File: config.mk
export PLATFORM = sky130hd
export DESIGN_NAME = mips_mult_div_flat
export DESIGN_NICKNAME = d
export VERILOG_FILES = /design/src/rtl/mips_mult_div_if.sv /design/src/rtl/mips_mult_div.sv /design/src/flat_wrapper.sv
export SDC_FILE = /design/constraint.sdc
export NUM_CORES = 1
export LEC_CHECK = 0
export BUFFER_PORTS_ARGS = -buffer_cell sky130_fd_sc_hd__buf_2
export CORE_MARGIN = 2
export CORE_UTILIZATION = 47
export CTS_CLUSTER_DIAMETER = 200
export DETAILED_ROUTE_END_ITERATION = 10
export HOLD_SLACK_MARGIN = 0.15
export PLACE_DENSITY_LB_ADDON = 0.1
export SYNTH_ARGS = -nofsm -noshare
export SYNTH_HDL_FRONTEND = slang
export SYNTH_SLANG_ARGS = --single-unit
File: constraint.sdc
create_clock -name clk -period 3.8 [get_ports clk]
set_input_delay 0.19 -clock clk [delete_from_list [all_inputs] [get_ports clk]]
set_output_delay 0.19 -clock clk [all_outputs]
set_load 0.05 [all_outputs]
File: src/rtl/mips_mult_div_if.sv
// Operand, HI/LO-write and result bundle between the MIPS core and mips_mult_div.
// The div_zero flag exists only when MULDIV_DIV0_EN is defined.
interface mips_mult_div_if #(
    parameter int unsigned WIDTH = 32
);
    logic             start;
    logic [1:0]       op;
    logic [WIDTH-1:0] rs_data;
    logic [WIDTH-1:0] rt_data;
    logic             signal_write_hi;
    logic             signal_write_lo;
    logic [WIDTH-1:0] write_data;
    logic             busy;
    logic             done;
    logic [WIDTH-1:0] hi;
    logic [WIDTH-1:0] lo;
`ifdef MULDIV_DIV0_EN
    logic             div_zero;

    modport master (
        output start, op, rs_data, rt_data, signal_write_hi, signal_write_lo, write_data,
        input  busy, done, hi, lo, div_zero
    );
    modport slave (
        input  start, op, rs_data, rt_data, signal_write_hi, signal_write_lo, write_data,
        output busy, done, hi, lo, div_zero
    );
`else
    modport master (
        output start, op, rs_data, rt_data, signal_write_hi, signal_write_lo, write_data,
        input  busy, done, hi, lo
    );
    modport slave (
        input  start, op, rs_data, rt_data, signal_write_hi, signal_write_lo, write_data,
        output busy, done, hi, lo
    );
`endif
endinterface

File: src/rtl/mips_mult_div.sv
// Iterative 34-cycle MULT/MULTU/DIV/DIVU unit holding the architectural HI/LO registers.
// Define MULDIV_DIV0_EN to add the sticky div_zero result flag.
module mips_mult_div #(
    parameter int unsigned WIDTH = 32
) (
    input logic            clk,
    input logic            rst_n,
    mips_mult_div_if.slave bus
);
    typedef enum logic [1:0] {IDLE, CALC, FIX, DONE} state_e;

    state_e             state_q;
    logic               is_div_q;
    logic               neg_a_q;
    logic               neg_b_q;
    logic               div0_q;
    logic [WIDTH-1:0]   a_q;
    logic [WIDTH-1:0]   b_q;
    logic [2*WIDTH-1:0] acc_q;
    logic [5:0]         cnt_q;
    logic [WIDTH-1:0]   hi_q;
    logic [WIDTH-1:0]   lo_q;
    logic               busy_q;
    logic               done_q;
`ifdef MULDIV_DIV0_EN
    logic               div_zero_q;
`endif

    logic               neg_a_d;
    logic               neg_b_d;
    logic [WIDTH-1:0]   abs_a_d;
    logic [WIDTH-1:0]   abs_b_d;
    logic [WIDTH:0]     mul_sum;
    logic [WIDTH:0]     rem_sh;
    logic [WIDTH-1:0]   rem_diff;
    logic [WIDTH-1:0]   rem_nxt;
    logic               q_bit;
    logic [2*WIDTH-1:0] acc_d;
    logic [2*WIDTH-1:0] prod_fix;
    logic [WIDTH-1:0]   quo_fix;
    logic [WIDTH-1:0]   rem_fix;

    always_comb begin
        neg_a_d  = ~bus.op[0] & bus.rs_data[WIDTH-1];
        neg_b_d  = ~bus.op[0] & bus.rt_data[WIDTH-1];
        abs_a_d  = neg_a_d ? -bus.rs_data : bus.rs_data;
        abs_b_d  = neg_b_d ? -bus.rt_data : bus.rt_data;

        // Multiply: add multiplicand into the upper half, then shift the whole accumulator right.
        mul_sum  = {1'b0, acc_q[2*WIDTH-1:WIDTH]} + (b_q[0] ? {1'b0, a_q} : '0);
        // Divide: upper half is the partial remainder, lower half collects quotient bits.
        rem_sh   = {acc_q[2*WIDTH-1:WIDTH], a_q[WIDTH-1]};
        q_bit    = (rem_sh >= {1'b0, b_q});
        rem_diff = rem_sh[WIDTH-1:0] - b_q;
        rem_nxt  = q_bit ? rem_diff : rem_sh[WIDTH-1:0];
        acc_d    = is_div_q ? {rem_nxt, acc_q[WIDTH-2:0], q_bit}
                            : {mul_sum, acc_q[WIDTH-1:1]};

        prod_fix = (neg_a_q ^ neg_b_q) ? -acc_q : acc_q;
        quo_fix  = (neg_a_q ^ neg_b_q) ? -acc_q[WIDTH-1:0] : acc_q[WIDTH-1:0];
        // With a zero divisor the remainder ends up as |rs|, so this restores the raw dividend.
        rem_fix  = neg_a_q ? -acc_q[2*WIDTH-1:WIDTH] : acc_q[2*WIDTH-1:WIDTH];
    end

    always_ff @(posedge clk or negedge rst_n) begin
        if (!rst_n) begin
            state_q    <= IDLE;
            is_div_q   <= 1'b0;
            neg_a_q    <= 1'b0;
            neg_b_q    <= 1'b0;
            div0_q     <= 1'b0;
            a_q        <= '0;
            b_q        <= '0;
            acc_q      <= '0;
            cnt_q      <= '0;
            hi_q       <= '0;
            lo_q       <= '0;
            busy_q     <= 1'b0;
            done_q     <= 1'b0;
`ifdef MULDIV_DIV0_EN
            div_zero_q <= 1'b0;
`endif
        end else begin
            done_q <= 1'b0;
            case (state_q)
                IDLE: begin
                    if (bus.start) begin
                        state_q  <= CALC;
                        busy_q   <= 1'b1;
                        is_div_q <= bus.op[1];
                        neg_a_q  <= neg_a_d;
                        neg_b_q  <= neg_b_d;
                        div0_q   <= (bus.rt_data == '0);
                        a_q      <= abs_a_d;
                        b_q      <= abs_b_d;
                        acc_q    <= '0;
                        cnt_q    <= '0;
                    end else begin
                        if (bus.signal_write_hi) hi_q <= bus.write_data;
                        if (bus.signal_write_lo) lo_q <= bus.write_data;
                    end
                end
                CALC: begin
                    acc_q <= acc_d;
                    cnt_q <= cnt_q + 6'd1;
                    if (is_div_q) a_q <= {a_q[WIDTH-2:0], 1'b0};
                    else          b_q <= {1'b0, b_q[WIDTH-1:1]};
                    if (cnt_q == 6'd31) state_q <= FIX;
                end
                FIX: begin
                    state_q <= DONE;
                    done_q  <= 1'b1;
                    if (is_div_q) begin
                        hi_q <= rem_fix;
                        lo_q <= div0_q ? '1 : quo_fix;
                    end else begin
                        {hi_q, lo_q} <= prod_fix;
                    end
`ifdef MULDIV_DIV0_EN
                    div_zero_q <= is_div_q & div0_q;
`endif
                end
                DONE: begin
                    state_q <= IDLE;
                    busy_q  <= 1'b0;
                end
                default: state_q <= IDLE;
            endcase
        end
    end

    assign bus.busy = busy_q;
    assign bus.done = done_q;
    assign bus.hi   = hi_q;
    assign bus.lo   = lo_q;
`ifdef MULDIV_DIV0_EN
    assign bus.div_zero = div_zero_q;
`endif
endmodule
File: src/flat_wrapper.sv
// flat-port wrapper written by rule: the top's interface ports become plain ports
module mips_mult_div_flat 
#(
    parameter int unsigned WIDTH = 32
)
  (clk, rst_n, bus_start, bus_op, bus_rs_data, bus_rt_data, bus_signal_write_hi, bus_signal_write_lo, bus_write_data, bus_busy, bus_done, bus_hi, bus_lo);
  mips_mult_div_if #(.WIDTH(WIDTH)) bus_i ();
  input logic clk;
  input logic rst_n;
  input wire logic [$bits(bus_i.start)-1:0] bus_start;
  input wire logic [$bits(bus_i.op)-1:0] bus_op;
  input wire logic [$bits(bus_i.rs_data)-1:0] bus_rs_data;
  input wire logic [$bits(bus_i.rt_data)-1:0] bus_rt_data;
  input wire logic [$bits(bus_i.signal_write_hi)-1:0] bus_signal_write_hi;
  input wire logic [$bits(bus_i.signal_write_lo)-1:0] bus_signal_write_lo;
  input wire logic [$bits(bus_i.write_data)-1:0] bus_write_data;
  output wire logic [$bits(bus_i.busy)-1:0] bus_busy;
  output wire logic [$bits(bus_i.done)-1:0] bus_done;
  output wire logic [$bits(bus_i.hi)-1:0] bus_hi;
  output wire logic [$bits(bus_i.lo)-1:0] bus_lo;
  assign bus_i.start = bus_start;
  assign bus_i.op = bus_op;
  assign bus_i.rs_data = bus_rs_data;
  assign bus_i.rt_data = bus_rt_data;
  assign bus_i.signal_write_hi = bus_signal_write_hi;
  assign bus_i.signal_write_lo = bus_signal_write_lo;
  assign bus_i.write_data = bus_write_data;
  assign bus_busy = bus_i.busy;
  assign bus_done = bus_i.done;
  assign bus_hi = bus_i.hi;
  assign bus_lo = bus_i.lo;
  mips_mult_div #(.WIDTH(WIDTH)) u_core (.clk(clk), .rst_n(rst_n), .bus(bus_i));
endmodule
# Word level (Yosys, flattened, before mapping)
# Index checks and enable logic that the tools add are counted.
[totals]
out_inout_bits = 66
in_bits = 103
elab_cells = 83
register_bits = 206
[classes]
bitwise_logic = 4
n_reduce_logical = 13
n_mux = 33
order_cmp = 1
addsub = 8
eq_ne = 11
[ops]
columns = ["op", "count"]
rows = [
  ["$mux W32", 17],
  ["$pmux W32 S2", 4],
  ["$mux W64", 3],
  ["$neg A32 Y32", 4],
  ["$pmux W64 S2", 1],
  ["$neg A64 Y64", 1],
  ["$add A32 B33 Y33", 1],
  ["$ge A33 B32 Y1", 1],
  ["$logic_not A32 Y1", 1],
  ["$sub A32 B32 Y32", 1],
  ["$pmux W6 S2", 1],
  ["$reduce_and A3 Y1", 4],
  ["$ne A2 B2 Y1 const B", 5],
  ["$pmux W2 S4", 1],
  ["$reduce_and A2 Y1", 4],
  ["$add A6 B1 Y6 const B", 1],
  ["$eq A6 B5 Y1 const B", 1],
  ["$mux W6", 1],
  ["$reduce_bool A2 Y1", 3],
  ["$eq A2 B2 Y1 const B", 2],
  ["$mux W2", 2],
  ["$ne A2 B1 Y1 const B", 2],
  ["$and A1 B1 Y1", 2],
  ["$eq A2 B1 Y1 const B", 1],
  ["5 further kinds", 6],
]

# Depth between registers and ports, before layout
# Gate-level depths: netlist of run 1.
[logic_depth]
ltp_word = 5
depth_mapped = 14
mapped_depth_nobuf = 13

# Least setup slack after synthesis of run 1
# OpenSTA, ideal clock, no wires.
[synth_timing]
path_kind = "reg2reg"
start = "reg u_core.b_q[0]"
end = "reg u_core.acc_q[55]"
stages_incl_launch_ff = 15
setup_time_ps = 122
period_less_slack_ps = 3222
t_arrival_ps = 3100
n_path_buf = 1
required_ps = 3678
path_slack_ps = 578
path_cell_list = "dfrtp_1 clkbuf_1 and2_1 ha_1 inv_1 fa_1 nor2b_1 o31a_1 o2111a_1 o31a_1 or3b_1 a221oi_1 xor2_1 nand2_1 a32o_1"
[synth_between]
elab_chain_cells = 4
[synth_rtl]
columns = ["item", "line_no", "rtl"]
rows = [
  ["start, declared", "mips_mult_div.sv:18", "logic [WIDTH-1:0] b_q;"],
  ["start signal, assigned", "mips_mult_div.sv:95", "b_q <= abs_b_d;"],
  ["start signal, assigned", "mips_mult_div.sv:107", "else b_q <= {1'b0, b_q[WIDTH-1:1]};"],
  ["$mux W32, or another cell as far along", "mips_mult_div.sv:50", "mul_sum = {1'b0, acc_q[2*WIDTH-1:WIDTH]} + (b_q[0] ? {1'b0, a_q} : '0);"],
  ["$add A32 B33 Y33 or $mux W32 (tied branches)", "mips_mult_div.sv:50, mips_mult_div.sv:55", ""],
  ["$mux W64 (*)", "mips_mult_div.sv:56", "acc_d = is_div_q ? {rem_nxt, acc_q[WIDTH-2:0], q_bit}"],
  ["$pmux W64 S2 (*)", "mips_mult_div.sv:85", "case (state_q)"],
  ["end signal, assigned", "mips_mult_div.sv:74", "acc_q <= '0;"],
  ["end signal, assigned", "mips_mult_div.sv:96", "acc_q <= '0;"],
  ["end signal, assigned", "mips_mult_div.sv:104", "acc_q <= acc_d;"],
  ["end, declared", "mips_mult_div.sv:19", "logic [2*WIDTH-1:0] acc_q;"],
]
# Mark *: on every way between the ends. The rest lies on a longest branch, timed or not.
# A chain may end at the register's enable or synchronous reset.

# Worst setup path in the final report of run 1
[layout_timing]
start = "reg u_core.acc_q[22]"
end = "reg u_core.hi_q[3] (netlist: u_core.bus.hi[3])"
[layout_between]
elab_chain_cells = 4
[layout_rtl]
columns = ["item", "line_no", "rtl"]
rows = [
  ["$neg A64 Y64", "mips_mult_div.sv:59", "prod_fix = (neg_a_q ^ neg_b_q) ? -acc_q : acc_q;"],
  ["$mux W64", "mips_mult_div.sv:59", ""],
  ["$mux W32", "mips_mult_div.sv:113", "if (is_div_q) begin"],
  ["$pmux W32 S2", "mips_mult_div.sv:85", ""],
  ["end signal, assigned", "mips_mult_div.sv:99", "if (bus.signal_write_hi) hi_q <= bus.write_data;"],
  ["end signal, assigned", "mips_mult_div.sv:114", "hi_q <= rem_fix;"],
  ["end signal, assigned", "mips_mult_div.sv:117", "{hi_q, lo_q} <= prod_fix;"],
  ["end, declared", "mips_mult_div.sv:21", "logic [WIDTH-1:0] hi_q;"],
]
# Every way passes these cells.

==> flow_metrics.env, run 1 <==
export IMPL_cts_setup_buffers=0
export IMPL_yosysMostFrequentCell="nand2_1"
export IMPL_crit_type="flop to flop"
export IMPL_pre_cts_ws_ns=0.305
export IMPL_routed_wl_um=56900
export IMPL_rsz0062_at_grt="no"
export IMPL_utilization_pct=57.0
export IMPL_finalNetCount=2492
export IMPL_synth_top_cell_by_area="dfrtp_1"
export IMPL_syn_inst=2104
export IMPL_first_global_vias=15700
export IMPL_worstRegToRegCells=10
export IMPL_overflow=0
export IMPL_io_pins=169
export IMPL_core_um2=34600
export IMPL_power_frac_seq_pct=45.2
export IMPL_numCtsBuffers=24
export IMPL_grt_max_degree=114
export IMPL_drc=0
export IMPL_status="finished clean"
export IMPL_synth_cell_type_count=78
export IMPL_synth_common_cells="299 x nand2_1, 230 x o21ai_0, 206 x dfrtp_1"
export IMPL_die_area_um2=36700
export IMPL_clk_path_buf_depth=3
export IMPL_report_final_slew_viol_count=0
export IMPL_power_density_nw_per_um2=246
export IMPL_hold_path_class="input pin to flop"
export IMPL_pwr_share_comb_pct=7.1
export IMPL_synthArstFlopShare_pct=100
export IMPL_crit_chain="or4_1, nor4b_2, and3b_1, nand2_1, o31ai_1, xor2_1, nand2_1, o21ai_0, o21ai_1, dlygate4sd3_1"
export IMPL_path_common_cell="nand2_1"
export IMPL_dr_pass1_iters=5
export IMPL_peakVddDrop_mv=0.273
export IMPL_tightestPinTransition_ns=1.22
export IMPL_ys_seq_area_share_pct=31.1
export IMPL_whs_path_depth=5
export IMPL_yosys_warnings=0
export IMPL_slew_headroom_pct=18.5
export IMPL_cp_num_cells=10
export IMPL_initial_core_util_pct=47.8
export IMPL_cp_slowest_cell="or4_1"
export IMPL_ys_seq_elements=206
export IMPL_netlist_area_um2=16600
export IMPL_clkPwrFrac_pct=47.7
export IMPL_insertedDiodeCount=0
export IMPL_place_port_buffers=168
export IMPL_clkLatencyLatePin_ns=0.55
export IMPL_antenna_left=0
export IMPL_period_minus_slack_ns=3.56
export IMPL_syn2layout_area_growth_pct=19.1
export IMPL_antenna_found_initial=1
export IMPL_gp_congestion=0.998
export IMPL_switching_share_pct=23.9
export IMPL_num_rows=68
export IMPL_tns_ns=0
export IMPL_synth_nets=2283
export IMPL_clkTransAtPathRegs_ns=0.06
export IMPL_power_internal_w=0.00370
export IMPL_arrival_ns=4.00
export IMPL_synth_area_leaders="dfrtp_1 31%, o21ai_0 7.0%, nand2_1 6.8%, ha_1 5.6%, a21oi_1 4.9%"
export IMPL_die_w_um=192
export IMPL_synth_edf_count=0
export IMPL_fin_skew_ns=0.0249
export IMPL_layout_drive_gt1_share_pct=13.6
export IMPL_die_h_um=192
export IMPL_htree_levels=1
export IMPL_synth_top_area_share_pct=31.1
export IMPL_hpwlAfterDp_um=42900
export IMPL_period_share_pct=93.8
export IMPL_timing_fmax_ghz=0.281
export IMPL_worst_path_buf_inv=1
export IMPL_required_ns=4.23
export IMPL_power_switching_w=0.00116
export IMPL_synth_area_per_cell_um2=7.87
export IMPL_grt_pass1_wl_um=88900
export IMPL_worst_setup_path_start_kind="flop"
export IMPL_setup_violations=0
export IMPL_post_drt_wl_per_cell_um=20.4
export IMPL_leakage_nw=8.82
export IMPL_finalHoldViolations=0
export IMPL_critPathTopFamily="simple AND/OR/NAND/NOR gates"
export IMPL_drt_first_iter_violations=1286
export IMPL_clk_root_buffer_cell="clkbuf_16"
export IMPL_via_per_inst=5.91
export IMPL_cts_tree="built"
export IMPL_worst_slack_ns=0.237
export IMPL_critPathMaxStageDelay_ns=0.58
export IMPL_cap_violations=0
export IMPL_cts_sinks=206
export IMPL_critPathCaptureType="flop"
export IMPL_synth_ff_type="dfrtp_1"
export IMPL_fill_cells=3317
export IMPL_vias=16500
export IMPL_track_usage_pct=30.9
export IMPL_worstPathMaxFanout=8
==> flip-flops by register name, summed over array words and instances (netlist names), 2 cells and up <==
register	flops
u_core.cnt_q	6
u_core.bus.hi	32
u_core.bus.lo	32
u_core.b_q	32
u_core.acc_q	64
u_core.a_q	32
u_core.state_q	2
==> layer usage <==
| layer | wire [µm] | GRT usage [%] | up-vias | share of wire, % |
|---|---|---|---|---|
| met3 | 3070 | 3.49 | 125 | 5.4 |
| met2 | 26100 | 51.3 | 554 | 46 |
| met5 | 0 | 0 | - | 0 |
| li1 | - | - | 8004 | - |
| met1 | 24900 | 40.6 | 7778 | 44 |
| met4 | 2820 | 13.8 | 0 | 4.9 |
==> cell usage in the layout (no fill, tap or decap), types with 7 or more instances in the layout <==
| master | synthesis | final |
|---|---|---|
| a221o_1 | 7 | 7 |
| a21o_1 | 32 | 32 |
| inv_1 | 77 | 77 |
| and3_1 | 14 | 14 |
| o21ai_0 | 230 | 229 |
| a22o_1 | 12 | 12 |
| nor2_1 | 127 | 127 |
| dlygate4sd3_1 | 0 | 92 |
| clkbuf_8 | 0 | 7 |
| a31oi_1 | 20 | 20 |
| nor4_1 | 24 | 23 |
| mux2i_1 | 62 | 62 |
| or3_1 | 17 | 17 |
| buf_2 | 6 | 167 |
| xnor2_1 | 83 | 83 |
| nand2b_1 | 14 | 14 |
| a32o_1 | 7 | 7 |
| and2_1 | 36 | 36 |
| clkbuf_16 | 0 | 24 |
| buf_4 | 0 | 62 |
| a211oi_1 | 13 | 13 |
| ha_1 | 74 | 72 |
| mux2_2 | 11 | 11 |
| nand3_1 | 30 | 30 |
| o21a_1 | 9 | 8 |
| nor2b_1 | 15 | 15 |
| o21ai_1 | 21 | 22 |
| o31ai_1 | 55 | 55 |
| nor3_1 | 33 | 33 |
| o211ai_1 | 20 | 20 |
| a21oi_1 | 163 | 160 |
| or4_1 | 12 | 12 |
| dfrtp_1 | 206 | 205 |
| xor2_1 | 77 | 77 |
| nand2_1 | 299 | 299 |
| a221oi_1 | 10 | 10 |
| o22ai_1 | 40 | 40 |
| o41ai_1 | 7 | 7 |
| nand4_1 | 16 | 16 |
==> repair_timing <==
item                                    in CTS  in global routing
resized for setup                            0                  2
endpoints found under the setup margin       0                  1
endpoints found under the hold margin      211                  0
hold buffers                                92                  0
==> cell type report <==
cell class                      count  area, µm²  share of cell area [%]
Tap cell                          455        569                    2.89
Multi-Input combinational cell   1679      10600                    54.0
Timing Repair Buffer              324       2280                    11.5
Sequential cell                   206       5160                    26.2
Clock buffer                       33        694                    3.52
Inverter                           78        293                    1.48
Clock inverter                      9       88.8                   0.450
==> per-stage QoR <==
stage               power [W]  hold WS [ns]  std cells  cell area, µm²
floorplan             0.00234        -0.106       2104           16600
global placement      0.00251         0.364       2650           18000
detailed placement    0.00251         0.368       2650           18000
CTS                   0.00491         0.151       2784           19700
global route          0.00503         0.194       2784           19700
finish                0.00486         0.163       2784           19700
==> cells by family (layout without fill, tap and decap cells) <==
kind of cell / after synthesis / count (layout) / synth area share [%]
multiplexers: 73 / 73 / 4.50
XOR/XNOR: 160 / 160 / 8.47
AO/OA/AOI/OAI: 694 / 694 / 25.6
flip-flops: 206 / 206 / 31.1
AND/OR/NAND/NOR: 676 / 676 / 19.4
buffers and inverters: 219 / 444 / 5.10
adder cells (fa/ha/maj): 76 / 76 / 5.83
==> power groups by stage <==
stage / combinational [W] / sequential, W / clock (W)
CTS: 0.000347 / 0.00219 / 0.00237
floorplan: 0.000103 / 0.00223 / 0
global placement: 0.000274 / 0.00223 / 0
detailed placement: 0.000277 / 0.00223 / 0
global route: 0.000382 / 0.00219 / 0.00246
finish: 0.000345 / 0.00219 / 0.00232
==> worst reg2reg max path: stages, from the launching register on <==
cell	delay, ns
dfrtp_1	0.48
or4_1	0.58
nor4b_2	0.37
and3b_1	0.32
nand2_1	0.26
o31ai_1	0.34
xor2_1	0.27
nand2_1	0.08
o21ai_0	0.11
o21ai_1	0.07
dlygate4sd3_1	0.58
==> final timing paths <==
kind | from | endpoint | slack [ns]
min in group asynchronous | rst_n | u_core.bus.lo[17] | 0.32
worst max register to register | u_core.acc_q[22] | u_core.bus.hi[3] | 0.24
worst max-delay path | u_core.acc_q[22] | u_core.bus.hi[3] | 0.24
max in group asynchronous | rst_n | u_core.bus.hi[24] | 2.44
worst min register to register | u_core.bus.hi[31] | u_core.bus.hi[31] | 0.47
worst min-delay path | bus_rt_data[8] | u_core.b_q[8] | 0.16
No activity file was read; power rests on OpenSTA's default activity.
==> run 2, diff against run 1 <==
BUFFER_PORTS_ARGS = not set   (was -buffer_cell sky130_fd_sc_hd__buf_2)
CORE_ASPECT_RATIO = 0.5   (was not set)
DONT_BUFFER_PORTS = 1   (was not set)
==> flow_metrics.env, run 2 (synthesis results as in run 1) <==
export IMPL_period_share_pct=90.6
export IMPL_finalHoldViolations=206
export IMPL_largest_register="u_core.acc_q"
export IMPL_report_final_slew_viol_count=0
export IMPL_fin_area_um2=19100
export IMPL_overflow=0
export IMPL_utilization_pct=55.1
export IMPL_tns_ns=0
export IMPL_cap_violations=0
export IMPL_leakage_nw=8.09
export IMPL_hold_path_class="input pin to asynchronous set/reset pin"
export IMPL_die_h_um=137
export IMPL_place_port_buffers=0
export IMPL_clk_root_buffer_cell="clkbuf_16"
export IMPL_power_internal_w=0.00371
export IMPL_num_rows=48
export IMPL_numCtsBuffers=23
export IMPL_via_per_inst=6.05
export IMPL_multi_input_area_um2=10600
export IMPL_core_um2=34600
export IMPL_final_common_cell="nand2_1"
export IMPL_status="finished with violations"
export IMPL_die_w_um=269
export IMPL_hold_buffers=117
export IMPL_fin_skew_ns=0.0215
export IMPL_cts_tree="built"
export IMPL_drt_first_iter_violations=1239
export IMPL_power_density_nw_per_um2=253
export IMPL_slew_headroom_pct=16.6
export IMPL_violations="hold timing"
export IMPL_antenna_found_initial=1
export IMPL_postPlaceCellArea_um2=17100
export IMPL_first_global_vias=14900
export IMPL_cts_sinks=206
export IMPL_required_ns=4.23
export IMPL_drc=0
export IMPL_tightestPinTransition_ns=1.25
export IMPL_routed_wl_um=57900
export IMPL_insertedDiodeCount=0
export IMPL_worst_setup_path_start_kind="flop"
export IMPL_largest_reg_flops=64
export IMPL_hpwlAfterDp_um=42800
export IMPL_finalNetCount=2341
export IMPL_timing_fmax_ghz=0.290
export IMPL_power_frac_seq_pct=45.5
export IMPL_vias=16100
export IMPL_arrival_ns=3.88
export IMPL_htree_levels=1
export IMPL_worstPathMaxFanout=19
export IMPL_period_minus_slack_ns=3.44
export IMPL_layout_common_cells="299 x nand2_1, 229 x o21ai_0, 204 x dfrtp_1, 160 x a21oi_1, 127 x nor2_1"
export IMPL_critPathCaptureType="flop"
export IMPL_holdWs_ns=-0.653
export IMPL_rsz0062_at_grt="no"
export IMPL_setup_violations=0
export IMPL_pwr_share_comb_pct=5.4
export IMPL_fill_cells=3382
export IMPL_antenna_left=0
export IMPL_grt_max_degree=207
export IMPL_crit_type="flop to flop"
export IMPL_clkPwrFrac_pct=49.1
export IMPL_io_pins=169
export IMPL_fin_cells=2653
export IMPL_post_drt_wl_per_cell_um=21.8
export IMPL_gp_congestion=0.954
export IMPL_clk_path_buf_depth=3
export IMPL_grt_pass1_wl_um=89000
export IMPL_dp_cells=2495
export IMPL_track_usage_pct=31.1
export IMPL_switching_share_pct=23.1
export IMPL_clkLatencyLatePin_ns=0.54
export IMPL_power_switching_w=0.00111
export IMPL_peakVddDrop_mv=0.250
export IMPL_dr_pass1_iters=5
export IMPL_regArea_um2=5160
export IMPL_layout_drive_gt1_share_pct=6.29
export IMPL_die_area_um2=36800
export IMPL_clkTransAtPathRegs_ns=0.06
export IMPL_initial_core_util_pct=47.9
export IMPL_syn2layout_area_growth_pct=15.1
## run 2: cell types whose count changed in the layout (fill, tap and decap cells not counted), moves of 2 or more
| cell | delta |
|---|---|
| buf_2 | -167 |
| dlygate4sd3_1 | +25 |
| buf_4 | -5 |
| clkbuf_8 | -5 |
| buf_12 | -2 |
| bufinv_16 | +2 |
| clkbuf_1 | +2 |
| inv_6 | +2 |
## run 2: critical path, cell delays in order, from the launching register on
cell and delay, ns:
dfrtp_2 0.52, buf_4 0.23, and2_1 0.15, ha_1 0.33, a21o_1 0.23, o221ai_1 0.25
a21oi_1 0.13, o31a_1 0.30, or3b_1 0.40, a221oi_1 0.31, xor2_1 0.19, nand2_1 0.07
a32o_1 0.24
## run 2: power groups by stage
stage	sequential, W	combinational [W]	clock (W)
after floorplan	0.00223	0.000103	0
after global placement	0.00223	0.000128	0
after detailed placement	0.00223	0.000129	0
after CTS	0.00219	0.000258	0.00240
after global routing	0.00219	0.000282	0.00248
final	0.00219	0.000262	0.00236
## run 2: routing by layer
metal	global-route usage [%]	vias up	wire length, µm
met1	44.5	7751	27700
met5	0	-	0
met4	8.18	0	1500
li1	-	7704	-
met3	6.07	81	3900
met2	48.1	517	24800
## run 2: path summary, 6_finish.rpt
kind | startpoint | to | slack (ns) | depth (start not counted)
min | rst_n | u_core.bus.lo[0] | -0.65 | 0
max | u_core.b_q[0] | u_core.acc_q[55] | 0.36 | 12
max reg2reg | u_core.b_q[0] | u_core.acc_q[55] | 0.36 | 12
min in group clk | bus_rs_data[19] | u_core.a_q[20] | 0.15 | 5
min reg2reg | u_core.cnt_q[1] | u_core.cnt_q[1] | 0.51 | 2
max in group asynchronous | rst_n | u_core.b_q[25] | 4.11 | 0
## run 2: timing repair
| action | in CTS | in global routing |
|---|---|---|
| buffers inserted | 0 | 0 |
| endpoints found under the hold margin | 340 | 206 |
| gates resized for setup | 0 | 1 |
| setup endpoints to repair | 0 | 2 |
## run 2: area by class of cell
| cell class | count | share of cell area (%) |
|---|---|---|
| inverters | 78 | 1.54 |
| clock buffers | 30 | 3.26 |
| multi-input cells | 1679 | 55.8 |
| well taps | 475 | 3.12 |
| flip-flops and latches | 206 | 27.1 |
| clock inverters | 11 | 0.768 |
| repair buffers | 174 | 8.39 |
## run 2: per-stage QoR
step                      worst slack (ns)  power, W
after global placement               0.271   0.00236
after global routing                0.0612   0.00495
after CTS                            0.230   0.00485
final                                0.356   0.00482
after floorplan                      0.578   0.00234
after detailed placement             0.249   0.00236
==> run 3, diff against run 2 <==
CORE_MARGIN = not set   (was 2)
==> flow_metrics.env, run 3 (synthesis results as in run 1) <==
export IMPL_place_port_buffers=0
export IMPL_drt_first_iter_violations=1632
export IMPL_antenna_left=0
export IMPL_die_h_um=135
export IMPL_wl_met1_um=26800
export IMPL_fin_skew_ns=0.0256
export IMPL_finalHoldViolations=206
export IMPL_numCtsBuffers=21
export IMPL_vias=16000
export IMPL_routed_wl_um=57400
export IMPL_power_switching_w=0.00109
export IMPL_clkTransAtPathRegs_ns=0.07
export IMPL_largest_reg_flops=64
export IMPL_grt_pass1_wl_um=87200
export IMPL_rsz0062_at_grt="no"
export IMPL_worst_slack_ns=0.281
export IMPL_cap_violations=0
export IMPL_final_common_cell="nand2_1"
export IMPL_clkPwrFrac_pct=47.2
export IMPL_die_area_um2=36000
export IMPL_leakage_nw=8.08
export IMPL_hold_path_class="input pin to asynchronous set/reset pin"
export IMPL_overflow=0
export IMPL_io_pins=169
export IMPL_initial_core_util_pct=47.9
export IMPL_cts_sinks=206
export IMPL_hpwlAfterDp_um=42200
export IMPL_timing_fmax_ghz=0.284
export IMPL_core_um2=34600
export IMPL_worstRegToRegCells=11
export IMPL_power_frac_seq_pct=47.2
export IMPL_critPathCaptureType="flop"
export IMPL_power_internal_w=0.00356
export IMPL_wl_met2_um=24600
export IMPL_dr_pass1_iters=6
export IMPL_status="finished with violations"
export IMPL_wl_met3_um=4490
export IMPL_num_rows=48
export IMPL_peakVddDrop_mv=0.247
export IMPL_period_minus_slack_ns=3.52
export IMPL_first_global_vias=14600
export IMPL_setup_violations=0
export IMPL_reg2reg_from="u_core.acc_q[33]"
export IMPL_grt_max_degree=207
export IMPL_worstPathMaxFanout=9
export IMPL_layout_drive_gt1_share_pct=6.29
export IMPL_insertedDiodeCount=0
export IMPL_tns_ns=0
export IMPL_syn2layout_area_growth_pct=14.8
export IMPL_top_layer="met4"
export IMPL_hold_buffers=115
export IMPL_required_ns=4.20
export IMPL_layout_common_cells="299 x nand2_1, 229 x o21ai_0, 205 x dfrtp_1, 160 x a21oi_1, 127 x nor2_1"
export IMPL_antenna_found_initial=0
export IMPL_largest_register="u_core.acc_q"
export IMPL_post_cts_resized=0
export IMPL_pwr_share_comb_pct=5.6
export IMPL_drc=0
export IMPL_clkLatencyLatePin_ns=0.54
export IMPL_cts_setup_buffers=0
export IMPL_holdWs_ns=-0.651
export IMPL_htree_levels=1
export IMPL_rrSetupSlack_ns=0.28
export IMPL_period_share_pct=92.6
export IMPL_track_usage_pct=31.4
export IMPL_clk_path_buf_depth=3
export IMPL_gp_congestion=1.00
export IMPL_fill_cells=3326
export IMPL_pre_cts_ws_ns=0.315
export IMPL_cts_tree="built"
export IMPL_violations="hold timing"
export IMPL_power_density_nw_per_um2=245
export IMPL_clk_root_buffer_cell="clkbuf_16"
export IMPL_crit_type="flop to flop"
export IMPL_via_per_inst=6.03
export IMPL_worst_setup_path_start_kind="flop"
export IMPL_slew_headroom_pct=19.2
export IMPL_finalNetCount=2342
export IMPL_switching_share_pct=23.4
export IMPL_die_w_um=267
export IMPL_report_final_slew_viol_count=0
export IMPL_reg2reg_to="u_core.bus.hi[22]"
export IMPL_arrival_ns=3.92
export IMPL_tightestPinTransition_ns=1.21
export IMPL_utilization_pct=54.9
export IMPL_post_drt_wl_per_cell_um=21.7
run 3: cell count changes in the layout (fill, tap and decap cells not counted), sizes merged:
| cell | change |
|---|---|
| bufinv | -1 |
| clkinv | +1 |
| inv | -1 |
| dlygate4sd3 | -2 |
| buf | +5 |
| clkinvlp | -2 |
run 3: routing by layer:
layer  GRT usage [%]  vias up
li1                -     7682
met1            45.5     7578
met2            48.1      644
met3            5.40       97
met4            8.57        0
met5               0        -
run 3: how the worst max path moves through the flow:
| stage | endpoint | cells after the start | from | slack (ns) |
|---|---|---|---|---|
| floorplan | u_core.acc_q[55] | 14 | u_core.b_q[0] | 0.58 |
| global placement | u_core.bus.hi[22] | 11 | u_core.acc_q[33] | 0.32 |
| detailed placement | u_core.acc_q[58] | 12 | u_core.b_q[0] | 0.31 |
| CTS | u_core.acc_q[58] | 12 | u_core.b_q[0] | 0.30 |
| global route | u_core.bus.hi[22] | 11 | u_core.acc_q[33] | 0.04 |
| finish | u_core.bus.hi[22] | 11 | u_core.acc_q[33] | 0.28 |
run 3: power groups by stage:
stage	Clock (W)	Combinational (W)	Sequential (W)
2_1_floorplan	0	0.000103	0.00223
3_3_place_gp	0	0.000129	0.00223
3_5_place_dp	0	0.000130	0.00223
4_1_cts	0.00223	0.000257	0.00219
5_1_grt	0.00231	0.000280	0.00219
6_report	0.00219	0.000261	0.00219
run 3: cell type report:
cell class | instances | area (µm²) | share of cell area, %
clock buffer | 30 | 589 | 3.10
sequential | 206 | 5160 | 27.1
clock inverter | 8 | 97.6 | 0.514
timing repair buffer | 177 | 1630 | 8.57
inverter | 78 | 293 | 1.54
multi-input combinational | 1679 | 10600 | 56.0
tap | 475 | 594 | 3.13
run 3: stage by stage:
stage | cells | hold WS (ns) | cell area, µm² | total power, W
global route | 2653 | -0.667 | 19000 | 0.00478
finish | 2653 | -0.651 | 19000 | 0.00465
CTS | 2653 | -0.664 | 19000 | 0.00468
floorplan | 2104 | -0.106 | 16600 | 0.00234
detailed placement | 2500 | -0.0969 | 17200 | 0.00236
global placement | 2500 | -0.0997 | 17200 | 0.00236
run 3: worst max-delay path, cell delays in order (launching register included):
cell	delay (ns)
dfrtp_1	0.54
inv_1	0.29
ha_1	0.26
or4b_2	0.67
nor4bb_1	0.63
nand2_1	0.20
o21ai_0	0.19
a221oi_1	0.11
xnor2_1	0.23
nand2_1	0.08
o21ai_0	0.10
o21ai_1	0.07
